===== config.mk =====
export PLATFORM = sky130hd
export DESIGN_NAME = ddr2_port_arbiter
export DESIGN_NICKNAME = d
export VERILOG_FILES = /design/src/rtl/ddr2_port_arbiter.sv
export SDC_FILE = /design/constraint.sdc
export NUM_CORES = 1
export LEC_CHECK = 0
export ABC_AREA = 1
export BUFFER_PORTS_ARGS = -buffer_cell sky130_fd_sc_hd__buf_2
export CAP_MARGIN = 20
export CELL_PAD_IN_SITES_DETAIL_PLACEMENT = 0
export CELL_PAD_IN_SITES_GLOBAL_PLACEMENT = 1
export CORE_MARGIN = 4
export CORE_UTILIZATION = 30
export CTS_CLUSTER_SIZE = 8
export DETAILED_ROUTE_END_ITERATION = 6
export GPL_TIMING_DRIVEN = 0
export PLACE_DENSITY = 0.76
export SKIP_CTS_REPAIR_TIMING = 1
export SLEW_MARGIN = 15
export SYNTH_ARGS = -nofsm -noshare
export SYNTH_HDL_FRONTEND = slang
export SYNTH_SLANG_ARGS = --single-unit
export TNS_END_PERCENT = 100

===== constraint.sdc =====
create_clock -name ctrl_clk -period 2.2 [get_ports ctrl_clk]
set_input_delay 0 -clock ctrl_clk [delete_from_list [all_inputs] [get_ports ctrl_clk]]
set_output_delay 0 -clock ctrl_clk [all_outputs]
set_load 0.01 [all_outputs]

===== src/rtl/ddr2_port_arbiter.sv =====
// Two-port (write/read) arbiter in front of a single DDR2 controller port.
// Registered command outputs, run-length fairness, urgent-read priority, stall timeout.
module ddr2_port_arbiter #(
    parameter int MAX_RUN = 16,
    parameter int TIMEOUT = 1023
) (
    input  logic        ctrl_clk,
    input  logic        reset,
    input  logic        wr_req,
    input  logic [31:0] wr_addr,
    input  logic [31:0] wr_data,
    output logic        wr_done,
    input  logic        rd_req,
    input  logic [31:0] rd_addr,
    input  logic        rd_urgent,
    output logic [31:0] rd_data,
    output logic        rd_valid,
    output logic [31:0] mem_addr,
    output logic        mem_write,
    output logic [31:0] mem_wdata,
    output logic        mem_read,
    input  logic [31:0] mem_rdata,
    input  logic        mem_waitrequest,
    output logic        err_timeout
);

    typedef enum logic [1:0] {
        IDLE  = 2'd0,
        WRITE = 2'd1,
        READ  = 2'd2
    } state_e;

    localparam logic [4:0] RunMax  = 5'(MAX_RUN);
    localparam logic [9:0] WaitEnd = 10'(TIMEOUT - 1);

    state_e      state_q, state_d;
    logic [4:0]  run_q, run_d;
    logic        last_rd_q, last_rd_d;
    logic [9:0]  wait_q, wait_d;
    logic [31:0] addr_q, addr_d;
    logic [31:0] wdata_q, wdata_d;
    logic [31:0] rdata_q, rdata_d;
    logic        mwr_q, mwr_d;
    logic        mrd_q, mrd_d;
    logic        wdone_q, wdone_d;
    logic        rvalid_q, rvalid_d;
    logic        err_q, err_d;

    logic grant;
    logic pick_rd;
    logic active;
    logic finish;
    logic abort;

    // Arbitration decision, only meaningful while IDLE
    always_comb begin
        pick_rd = rd_req;
        if (wr_req && rd_req) begin
            if (rd_urgent)
                pick_rd = 1'b1;
            else if (run_q < RunMax)
                pick_rd = last_rd_q;
            else
                pick_rd = ~last_rd_q;
        end
    end

    assign grant  = (state_q == IDLE) && (wr_req || rd_req);
    assign active = (state_q == WRITE) || (state_q == READ);
    assign finish = active && !mem_waitrequest;
    assign abort  = active && mem_waitrequest && (wait_q == WaitEnd);

    always_ff @(posedge ctrl_clk) begin
        if (reset) begin
            state_q   <= IDLE;
            run_q     <= '0;
            last_rd_q <= 1'b0;
            wait_q    <= '0;
            addr_q    <= '0;
            wdata_q   <= '0;
            rdata_q   <= '0;
            mwr_q     <= 1'b0;
            mrd_q     <= 1'b0;
            wdone_q   <= 1'b0;
            rvalid_q  <= 1'b0;
            err_q     <= 1'b0;
        end else begin
            state_q   <= state_d;
            run_q     <= run_d;
            last_rd_q <= last_rd_d;
            wait_q    <= wait_d;
            addr_q    <= addr_d;
            wdata_q   <= wdata_d;
            rdata_q   <= rdata_d;
            mwr_q     <= mwr_d;
            mrd_q     <= mrd_d;
            wdone_q   <= wdone_d;
            rvalid_q  <= rvalid_d;
            err_q     <= err_d;
        end
    end

    always_comb begin
        state_d   = state_q;
        run_d     = run_q;
        last_rd_d = last_rd_q;
        unique case (state_q)
            IDLE: begin
                if (grant) begin
                    state_d = pick_rd ? READ : WRITE;
                    if (pick_rd == last_rd_q) begin
                        run_d = (run_q >= RunMax) ? RunMax : run_q + 5'd1;
                    end else begin
                        run_d     = 5'd1;
                        last_rd_d = pick_rd;
                    end
                end
            end
            WRITE, READ: begin
                if (finish || abort)
                    state_d = IDLE;
            end
            default: state_d = IDLE;
        endcase
    end

    always_comb begin
        addr_d   = addr_q;
        wdata_d  = wdata_q;
        rdata_d  = rdata_q;
        mwr_d    = 1'b0;
        mrd_d    = 1'b0;
        wdone_d  = 1'b0;
        rvalid_d = 1'b0;
        err_d    = err_q | abort;
        wait_d   = wait_q;
        unique case (state_q)
            IDLE: begin
                if (grant) begin
                    wait_d = '0;
                    mwr_d  = ~pick_rd;
                    mrd_d  = pick_rd;
                    addr_d = pick_rd ? rd_addr : wr_addr;
                    if (!pick_rd)
                        wdata_d = wr_data;
                end
            end
            WRITE: begin
                mwr_d   = mem_waitrequest && !abort;
                wdone_d = !mem_waitrequest;
                if (mem_waitrequest)
                    wait_d = wait_q + 10'd1;
            end
            READ: begin
                mrd_d    = mem_waitrequest && !abort;
                rvalid_d = !mem_waitrequest;
                if (mem_waitrequest)
                    wait_d = wait_q + 10'd1;
                else
                    rdata_d = mem_rdata;
            end
            default: ;
        endcase
    end

    assign mem_addr    = addr_q;
    assign mem_wdata   = wdata_q;
    assign mem_write   = mwr_q;
    assign mem_read    = mrd_q;
    assign wr_done     = wdone_q;
    assign rd_valid    = rvalid_q;
    assign rd_data     = rdata_q;
    assign err_timeout = err_q;

endmodule


Yosys cells after proc, flatten, opt, wreduce, memory -nomap -nowiden
Cells that the tools add are included.

storage, ports and cells
  register bits after elaboration = 119
  input bits = 134
  output and inout port bits = 101
  logic and storage cells = 69

cells by class
  add/subtract/negate cells = 2
  order comparisons = 2
  equal/unequal tests = 7
  muxes and demuxes = 17
  bitwise gates (word level) = 7
  reduce and logical (&&, ||, !) cells = 22

operators by type and width
  kind                                                             number
  32-bit two-way mux                                               1
  10-bit two-way mux                                               2
  10-bit one-hot mux with 2 select lines                           1
  10-bit by 1-bit adder with 10-bit output, second input constant  1
  10-bit == test, second input constant                            1
  5-bit two-way mux                                                2
  3-bit AND reduction                                              3
  1-bit logical AND                                                6
  2-bit two-way mux                                                3
  1-bit NOT                                                        6
  2-bit AND reduction                                              3
  2-bit OR reduction                                               3
  5-bit by 1-bit adder with 5-bit output, second input constant    1
  5-bit greater-or-equal comparator, second input constant         1
  5-bit less-than comparator, second input constant                1
  1-bit two-way mux                                                5
  2-bit by 1-bit != test with 1-bit output, second input constant  2
  1-bit one-hot mux with 2 select lines                            2
  2-bit one-hot mux with 2 select lines                            1
  1-bit logical OR                                                 3
  2-bit by 1-bit == test with 1-bit output, second input constant  1
  2-bit == test, second input constant                             1
  1-bit logical NOT                                                2
  2-bit logical NOT                                                1
  4 further kinds                                                  4

Longest topological paths before layout
Gate-level depths: netlist (run 1).

  depth in word-level cells = 7
  gate-level depth with buffers = 12
  mapped depth without buffers = 11

Least setup slack after synthesis (run 1)
OpenSTA, ideal clock, no wires.

  kind = flip-flop to flip-flop
  start = register state_q[0]
  end = register wait_q[8]
  arrival = 1,499 ps
  required time = 2,085 ps
  slack = 586 ps
  cell stages (with the launch flop) = 11
  cell sequence = dfxtp_1 > inv_1 > ha_1 > inv_1 > nand2_1 > nand2_1 > nand2_1 > nor3_1 > nand3_1 > nand2_1 > nor2_1

on the way
  longest elaborated chain between the ends = 4
  elaborated cells on any way between the ends = 10

ends and longest elaborated chain
  what                                                                                     RTL line  source
  start: declaration                                                                       36        state_e state_q, state_d;
  start signal: assignment                                                                 88        state_q <= state_d;
  2-bit by 1-bit == test with 1-bit output, or another cell as far along                   137       unique case (state_q)
  2-bit OR reduction (no source line) or 1-bit logical AND (tied branches)                 --
  2-bit by 1-bit != test with 1-bit output (no source line), or another cell as far along  --
  3-bit AND reduction (no source line)                                                     --
  end signal: assignment                                                                   91        wait_q <= wait_d;
  end: declaration                                                                         39        logic [9:0] wait_q, wait_d;

Several ways; a longest one is shown, not always the timed one.
A chain may end at the register's enable or synchronous reset.

Final worst setup path (run 1)
Ends and elaborated chain as after synthesis.

==> key figures, run 1 <==
STA
  – Fin. Hold Viols: 0
  – Setup TNS: 0 ns
  – Unrepaired setup endpoints after global routing: false
  – Clk_skew: 0.01681 ns
  – Worst slew pin tran: 0.6854 ns
  – Final period util: 86.50%
  – Count of final setup violators: 0
  – Minimum clock period: 1.903 ns
  – Fmax: 525.5 MHz
  – Max Slew Vio Count: 0
  – Relative slew slack: 54.31%
  – WHS: 0.06069 ns

Critical path
  – CP Cell Sequence: inv_1 -> ha_1 -> inv_1 -> nand2_1 -> nand2_1 -> nand2_1 -> nor3_1 -> nand3_1 -> nand2_1 -> nor2_1
  – Worst R2R Setup Slack: 0.30 ns
  – Type of the worst setup path: reg2reg
  – CP most frequent cell: nand2_1
  – Worst Path Max Fanout: 7
  – WP buf/inv: 2
  – Slowest CP cell: nor3_1
  – CP delay by family, top: simple AND/OR/NAND/NOR gates
  – Crit path DAT: 2.22 ns
  – Setup crit start kind: register
  – Critical Path End Type: register
  – Crit path largest cell delay: 0.40 ns
  – Worst EP required: 2.52 ns

Outcome
  – Status: finished clean

Place
  – Dpl hpwl: 12,290 µm
  – Port bufs: 234
  – Gpl congestion: 0.7993

Layout
  – N_diodes: 0
  – Filler instances: 1,557
  – Ratio of cells with drive above 1 in the final layout: 26.72%
  – Fin util: 52.03%
  – P&R area growth vs syn: 69.09%
  – Post-layout nets: 1,217

GRT
  – Grt ovf: 0
  – Initial antenna violation count: 0
  – Global-route wire length before repair: 25,030 µm
  – GRT Util Overall: 17.43%
  – Number of global-route vias before repair: 4,962
  – Largest net degree at the start of global routing: 17

Logic synthesis
  – #FFs+latches synth: 119
  – Cell area after synthesis: 0.004906 mm²
  – Compound-gate portion of the synthesized area: 9.615%
  – Xor/xnor share of the synthesized area: 0.1785%
  – Net Count, Synth: 834
  – Largest family of logic cells by synthesized area: simple AND/OR/NAND/NOR gates
  – Adder-cell area share of the yosys netlist: 1.785%
  – Post-synthesis mux area share: 0%
  – Avg Cell Area, Syn: 7.079 µm²
  – Simple-gate share of the synthesized area: 31.04%
  – EDFF count, synth: 0
  – Asr flop ratio synth: 0%
  – Ys flop type: dfxtp_1
  – Cells after Synth: 693
  – Yosys warns: 0
  – Library cells used by synthesis: 28
  – Sequential-to-total area share from yosys stat: 48.56%

Floorplan
  – Core Rows: 46
  – Die height: 135.9 µm
  – Starting Density: 30.77%
  – Core ar.: 0.01594 mm²
  – Ports: 235
  – Chip width: 135.9 µm
  – Die ar.: 0.01846 mm²

Clock tree
  – H-tree depth: 4
  – CTS tree: done
  – # clock sinks: 119
  – Root buf cell: clkbuf_16
  – CTS clock-pin slew for the worst setup and hold paths: 0.06 ns
  – Clk_lat worst skew: 0.42 ns
  – CTS Buf Count: 17
  – Clock Path Buffers: 2

Detailed routing
  – First-pass iteration count of the detailed router: 5
  – Drt drc: 0
  – M1 WL: 7833 µm
  – Met3 WL: 1648 µm
  – Avg WL per Cell: 13.84 µm
  – Met2 WL: 8284 µm
  – Post-route antenna net violation count: 0
  – Detail-routed via count per cell: 4.389
  – DRT iter0 DRCs: 246
  – Vias: 5,728
  – Uppermost routed layer: met4
  – Drt total wl: 18,060 µm

Power
  – Leakage: 4.301 nW
  – Pwr dens: 836.8 mW/mm²
  – Worst VDD drop: 508.7 µV

Job
  – Max Cap Viol: 0

Min path
  – Hold Crit Class: in2reg
[cells by family after synthesis]
family	count (synthesis)
flip-flops	119
adder cells (fa/ha/maj)	7
buffers and inverters	103
XOR/XNOR	1
AO/OA/AOI/OAI	92
AND/OR/NAND/NOR	371
[Yosys cell counts (2+ instances only)]
cell / number / share of area (%)
inv_1: 61 / 4.7
buf_6: 2 / 0.46
nand2_1: 140 / 11
nand4_1: 4 / 0.51
inv_2: 4 / 0.31
clkbuf_1: 20 / 1.5
a21oi_1: 17 / 1.7
nor3_1: 2 / 0.20
nand2_2: 2 / 0.25
buf_2: 10 / 1.0
ha_1: 7 / 1.8
nand3_1: 72 / 7.3
buf_4: 5 / 0.77
nor2_1: 146 / 11
dfxtp_1: 119 / 49
o21ai_0: 70 / 7.1
[layer usage]
metal	vias to the layer above	GRT usage (%)
met1	2509	21.55
li1	2962	-
met3	27	6.884
met5	-	0
met2	230	27.90
met4	0	5.655
[flip-flops by register name (all words and copies together), names as in the netlist]
| signal | cells |
|---|---|
| err_timeout | 1 |
| last_rd_q | 1 |
| mem_addr | 32 |
| mem_read | 1 |
| mem_wdata | 32 |
| mem_write | 1 |
| rd_data | 32 |
| rd_valid | 1 |
| run_q | 5 |
| state_q | 2 |
| wait_q | 10 |
| wr_done | 1 |
[worst min-delay path: stages]
cell and delay, ns:
buf_2 0.12, nand3_1 0.08, nand2_1 0.10, nand2_1 0.08, a21oi_1 0.05
[path summary, 6_finish.rpt]
path / start / to / cells past startpoint
worst min register to register: err_timeout / err_timeout / 2
worst min-delay path: rd_req / run_q[2] / 5
worst max register to register: state_q[0] / wait_q[8] / 10
worst max-delay path: state_q[0] / wait_q[8] / 10
[final cells by class]
class	instances	area, µm²	area share, %
repair buffers	364	2472	29.80
flip-flops and latches	119	2382	28.72
multi-input cells	471	2091	25.20
clock buffers	20	446.7	5.385
well taps	216	270.3	3.258
inverters	65	244.0	2.941
clock inverters	12	200.2	2.413
plain buffers	38	188.9	2.278
[power breakdown]
| group | switching (mW) | leakage [nW] | internal [mW] |
|---|---|---|---|
| registers | 0.104 | 0.977 | 2.37 |
| logic | 0.791 | 3.01 | 0.628 |
| clock network | 1.01 | 0.318 | 2.04 |
[placed cells by master, fill, tap and decap left out, drive strengths merged]
cell type / count
o21ai: 71
dfxtp: 119
a211oi: 1
bufinv: 5
xor2: 1
inv: 65
o21bai: 1
a31oi: 1
nand3b: 1
dlygate4sd3: 130
nand4: 4
nor3: 2
nand3: 73
a21oi: 17
nor2: 148
o211a: 1
clkbuf: 40
nand2: 142
or2: 1
ha: 7
buf: 252
clkinv: 7
[through the flow]
step           power [mW]  worst slack (ns)  cells  area [µm²]
3_5_place_dp        3.756            0.2913   1143        6347
4_1_cts             6.845            0.2849   1175        6994
6_report            6.942            0.2971   1305        8295
5_1_grt             7.318           0.07115   1305        8295
3_3_place_gp        3.751            0.2924   1143        6347
2_1_floorplan       3.223            0.5861    693        4906
No activity file was read; power rests on OpenSTA's default activity.
==> run 2, diff against run 1 <==
--- a/config.mk
+++ b/config.mk
@@ -16,6 +16,7 @@
 export DETAILED_ROUTE_END_ITERATION = 6
 export GPL_TIMING_DRIVEN = 0
 export PLACE_DENSITY = 0.76
+export REMOVE_ABC_BUFFERS = 1
 export SKIP_CTS_REPAIR_TIMING = 1
 export SLEW_MARGIN = 15
 export SYNTH_ARGS = -nofsm -noshare
==> run 2 against run 1 <==
Effect of this change:
- fmax shrank 3.4%
- combinational power is essentially flat
- count of clock-buffer cells in the layout is 1 higher
- setup slack got worse by 0.067 ns
- critical path depth down 3
- sequential share of layout area up 0.24 points
- critical path type unchanged
==> key figures, run 2 (synthesized netlist as in run 1, its figures left out) <==
GRT
  – Grt ovf: 0
  – Largest net degree at the start of global routing: 59
  – Number of global-route vias before repair: 4,698
  – GRT Util Overall: 15.82%
  – Global-route wire length before repair: 23,240 µm
  – Initial antenna violation count: 0

STA
  – Clk_skew: 0.01063 ns
  – WHS: 0.1060 ns
  – Count of final setup violators: 0
  – Minimum clock period: 1.970 ns
  – Setup TNS: 0 ns
  – Fin. Hold Viols: 0
  – Unrepaired setup endpoints after global routing: false
  – Worst Setup Slack, final: 0.2300 ns
  – Worst slew pin tran: 0.6859 ns
  – Relative slew slack: 54.23%
  – Max Slew Vio Count: 0
  – Final period util: 89.55%
  – Fmax: 507.6 MHz

Outcome
  – Status: finished clean

Clock tree
  – CTS Buf Count: 17
  – Root buf cell: clkbuf_16
  – H-tree depth: 4
  – # clock sinks: 119
  – Clk_lat worst skew: 0.41 ns
  – CTS clock-pin slew for the worst setup and hold paths: 0.06 ns
  – Clock Path Buffers: 2
  – CTS tree: done

Power
  – Total power: 6.804 mW
  – Leakage: 4.220 nW
  – Pwr dens: 827.0 mW/mm²
  – Worst VDD drop: 464.3 µV

Job
  – Max Cap Viol: 0

Place
  – Dpl hpwl: 10,240 µm
  – Post-DP Area: 0.006221 mm²
  – Post-place setup slack: -0.5861 ns
  – Cells after DPL: 1,107
  – Gpl congestion: 0.7477
  – Port bufs: 234

Critical path
  – Worst EP required: 2.50 ns
  – Slowest CP cell: clkinvlp_4
  – CP Cell Sequence: inv_1 -> ha_1 -> inv_1 -> nor2_4 -> clkinvlp_4 -> nor2_1 -> nor2_1
  – Register-to-Register Path Depth: 7
  – Crit path DAT: 2.27 ns
  – Setup crit start kind: register
  – Critical path depth: 7
  – WP buf/inv: 3
  – Critical Path End Type: register
  – Type of the worst setup path: reg2reg
  – CP delay by family, top: simple AND/OR/NAND/NOR gates
  – Crit path largest cell delay: 0.47 ns
  – Worst Path Max Fanout: 17

Detailed routing
  – Post-route antenna net violation count: 0
  – Drt total wl: 17,360 µm
  – Vias: 5,692
  – DRT iter0 DRCs: 268
  – First-pass iteration count of the detailed router: 4
  – Drt drc: 0
  – Avg WL per Cell: 13.60 µm
  – Detail-routed via count per cell: 4.461

Layout
  – N_diodes: 0
  – Most frequent cells in the layout: buf_2, nor2_1, nand2_1
  – Post-layout nets: 1,188
  – Filler instances: 1,528
  – Multi-input logic area: 0.002140 mm²
  – Register Area: 0.002382 mm²
  – P&R area growth vs syn: 67.71%
  – Most common cell after layout, fill and taps aside: buf_2
  – Ratio of cells with drive above 1 in the final layout: 26.89%
  – Fin util: 51.61%
  – Fin cells: 1,276
  – Final instance area: 0.008228 mm²

Min path
  – Worst Hold Path Cells: 5
  – Hold Crit Class: in2reg

Floorplan
  – Ports: 235
  – Die ar.: 0.01846 mm²
  – Starting Density: 30.77%
  – Core Rows: 46
  – Core ar.: 0.01594 mm²
  – Die height: 135.9 µm
  – Chip width: 135.9 µm
## run 2: changes by cell type in the layout (fill, tap and decap cells not counted), moves of 3 or more
cell and delta:
inv_4 +3, clkinvlp_4 +6, clkbuf_1 -19, clkinv_4 -3, nor2_4 +3, buf_2 -10
## run 2: worst min-delay path: cells and delay by family
kind / cells / cell delay [ns]
AND/OR/NAND/NOR: 3 / 0.28
AO/OA/AOI/OAI: 1 / 0.05
buffers and inverters: 1 / 0.13
## run 2: path summary, 6_finish.rpt
path               start     endpoint  slack (ns)
max           state_q[0]  rd_data[29]        0.23
min reg2reg  err_timeout  err_timeout        0.45
min               rd_req     run_q[2]        0.11
max reg2reg   state_q[0]  rd_data[29]        0.23
## run 2: final cells by class
| class | count | share of cell area (%) |
|---|---|---|
| Multi-Input combinational cell | 473 | 26.00 |
| Inverter | 65 | 3.102 |
| Tap cell | 216 | 3.285 |
| Sequential cell | 119 | 28.95 |
| Clock inverter | 11 | 2.099 |
| Timing Repair inverter | 1 | 0.09124 |
| Clock buffer | 21 | 5.474 |
| Timing Repair Buffer | 370 | 30.99 |
## run 2: report_power, final
group	internal [mW]	switching, mW	leakage [nW]
clock network	1.93	0.999	0.290
registers	2.37	0.103	0.977
logic	0.618	0.788	2.95
total	4.91	1.89	4.22
## run 2: metal layers
metal	vias up	GRT usage, %	routed length, µm
met3	24	6.403	1621
met2	235	24.20	7943
met5	-	0	0
met1	2530	19.55	7478
li1	2903	-	-
met4	0	7.223	315
==> run 3, diff against run 2 <==
--- a/config.mk
+++ b/config.mk
@@ -16,6 +16,7 @@
 export DETAILED_ROUTE_END_ITERATION = 6
 export GPL_TIMING_DRIVEN = 0
 export PLACE_DENSITY = 0.76
+export RECOVER_POWER = 50
 export REMOVE_ABC_BUFFERS = 1
 export SKIP_CTS_REPAIR_TIMING = 1
 export SLEW_MARGIN = 15
==> run 3 against run 2 <==
Effect of this change:
- non-clock buffer count unchanged
- sequential power about the same
- highest routed layer unchanged
- global-route usage unchanged
- fmax up 0.14%
- cell area down 1.6%
- total power down 0.64%
- cell count unchanged
- clock power about the same
==> key figures, run 3 (synthesized netlist as in run 1, its figures left out) <==
Place
  – Port bufs: 234
  – Dpl hpwl: 10,240 µm
  – Post-DP Area: 0.006221 mm²
  – Gpl congestion: 0.7477

Detailed routing
  – Detail-routed via count per cell: 4.458
  – Post-route antenna net violation count: 0
  – Avg WL per Cell: 13.62 µm
  – First-pass iteration count of the detailed router: 4
  – Drt total wl: 17,380 µm
  – Vias: 5,688
  – Drt drc: 0
  – DRT iter0 DRCs: 275

Layout
  – Post-layout nets: 1,188
  – Ratio of cells with drive above 1 in the final layout: 17.36%
  – Register Area: 0.002382 mm²
  – P&R area growth vs syn: 65.09%
  – Most frequent cells in the layout: nor2_1, nand2_1, buf_2
  – Final instance area: 0.008099 mm²
  – Most common cell after layout, fill and taps aside: nor2_1
  – N_diodes: 0
  – Multi-input logic area: 0.002140 mm²
  – Filler instances: 1,592

Power
  – Pwr dens: 834.8 mW/mm²
  – Combinational Power Share: 20.1%
  – Total net switching power: 1.897 mW
  – Total power: 6.761 mW
  – Clock network fraction of design power: 43.3%
  – Sw frac: 28.06%
  – Worst VDD drop: 465.0 µV
  – Sequential power share: 36.6%
  – Leakage: 3.819 nW
  – Internal Power: 4.864 mW

Floorplan
  – Ports: 235
  – Die ar.: 0.01846 mm²
  – Starting Density: 30.77%
  – Chip width: 135.9 µm
  – Core ar.: 0.01594 mm²
  – Core Rows: 46
  – Die height: 135.9 µm

STA
  – Count of final setup violators: 0
  – Fin. Hold Viols: 0
  – Minimum clock period: 1.967 ns
  – Relative slew slack: 46.83%
  – Clk_skew: 0.01086 ns
  – Final period util: 89.42%
  – Max Slew Vio Count: 0
  – Fmax: 508.3 MHz
  – Worst slew pin tran: 0.7975 ns
  – Unrepaired setup endpoints after global routing: false

Clock tree
  – CTS tree: done
  – CTS Buf Count: 17
  – Root buf cell: clkbuf_16
  – CTS clock-pin slew for the worst setup and hold paths: 0.06 ns
  – Clk_lat worst skew: 0.41 ns
  – H-tree depth: 4
  – # clock sinks: 119
  – Clock Path Buffers: 2

Critical path
  – CP Cell Sequence: inv_1 -> ha_1 -> inv_1 -> nor2_4 -> clkinvlp_4 -> nor2_1 -> nor2_1
  – Worst Path Max Fanout: 17
  – WP buf/inv: 3
  – Slowest CP cell: clkinvlp_4
  – Crit path DAT: 2.27 ns
  – Crit path largest cell delay: 0.48 ns
  – Critical Path End Type: register
  – Type of the worst setup path: reg2reg
  – Setup crit start kind: register
  – Worst EP required: 2.51 ns
  – CP delay by family, top: simple AND/OR/NAND/NOR gates

GRT
  – GRT Util Overall: 15.82%
  – Largest net degree at the start of global routing: 59
  – Number of global-route vias before repair: 4,698
  – Initial antenna violation count: 0
  – Grt ovf: 0
  – Global-route wire length before repair: 23,240 µm

Outcome
  – Status: finished clean

Min path
  – Hold Crit Class: in2reg

Job
  – Max Cap Viol: 0
[run 3: through the flow]
stage	TNS (ns)	cells	utilization (%)	setup WS [ns]	hold WS [ns]
after CTS	-25.04	1139	42.93	-0.6042	-0.2164
after global placement	-156.02	1105	38.63	-1.646	0.2208
final	0	1276	50.80	0.2328	0.1057
after detailed placement	-23.66	1107	39.02	-0.5861	0.2288
after global routing	0	1276	50.80	0.006580	0.1262
after floorplan	-16.94	655	-	-0.3178	0.06907
[run 3: final timing paths]
kind / slack (ns) / cells past startpoint / endpoint / startpoint
worst min register to register: 0.45 / 2 / err_timeout / err_timeout
worst max register to register: 0.23 / 7 / rd_data[29] / state_q[0]
worst min-delay path: 0.11 / 5 / run_q[2] / rd_req
worst max-delay path: 0.23 / 7 / rd_data[29] / state_q[0]
[run 3: metal layers]
layer  up-vias  share of wire (%)  track usage [%]
li1       2901                  -                -
met1      2535                 43            19.55
met2       229                 46            24.20
met3        23                9.1            6.403
met4         0                1.9            7.223
met5         -                  0                0
[run 3: final cells by class]
class	count	area share (%)
Inverter	65	3.121
Sequential cell	119	29.41
Clock buffer	21	5.562
Tap cell	216	3.337
Timing Repair Buffer	370	29.92
Multi-Input combinational cell	473	26.42
Clock inverter	11	2.132
Timing Repair inverter	1	0.09269
[run 3: power groups by stage]
stage | Clock (mW) | Combinational (mW) | Sequential [mW]
global placement | 0 | 1.16 | 2.51
floorplan | 0 | 0.552 | 2.60
finish | 2.93 | 1.36 | 2.48
CTS | 3.02 | 1.18 | 2.47
detailed placement | 0 | 1.18 | 2.51
global route | 3.11 | 1.53 | 2.50
[run 3: worst reg2reg max path, delay by kind of cell, from the launching register on]
kind | cells | cell delay [ns]
AND/OR/NAND/NOR | 3 | 0.73
buffers and inverters | 3 | 0.66
flip-flops | 1 | 0.32
adder cells (fa/ha/maj) | 1 | 0.16
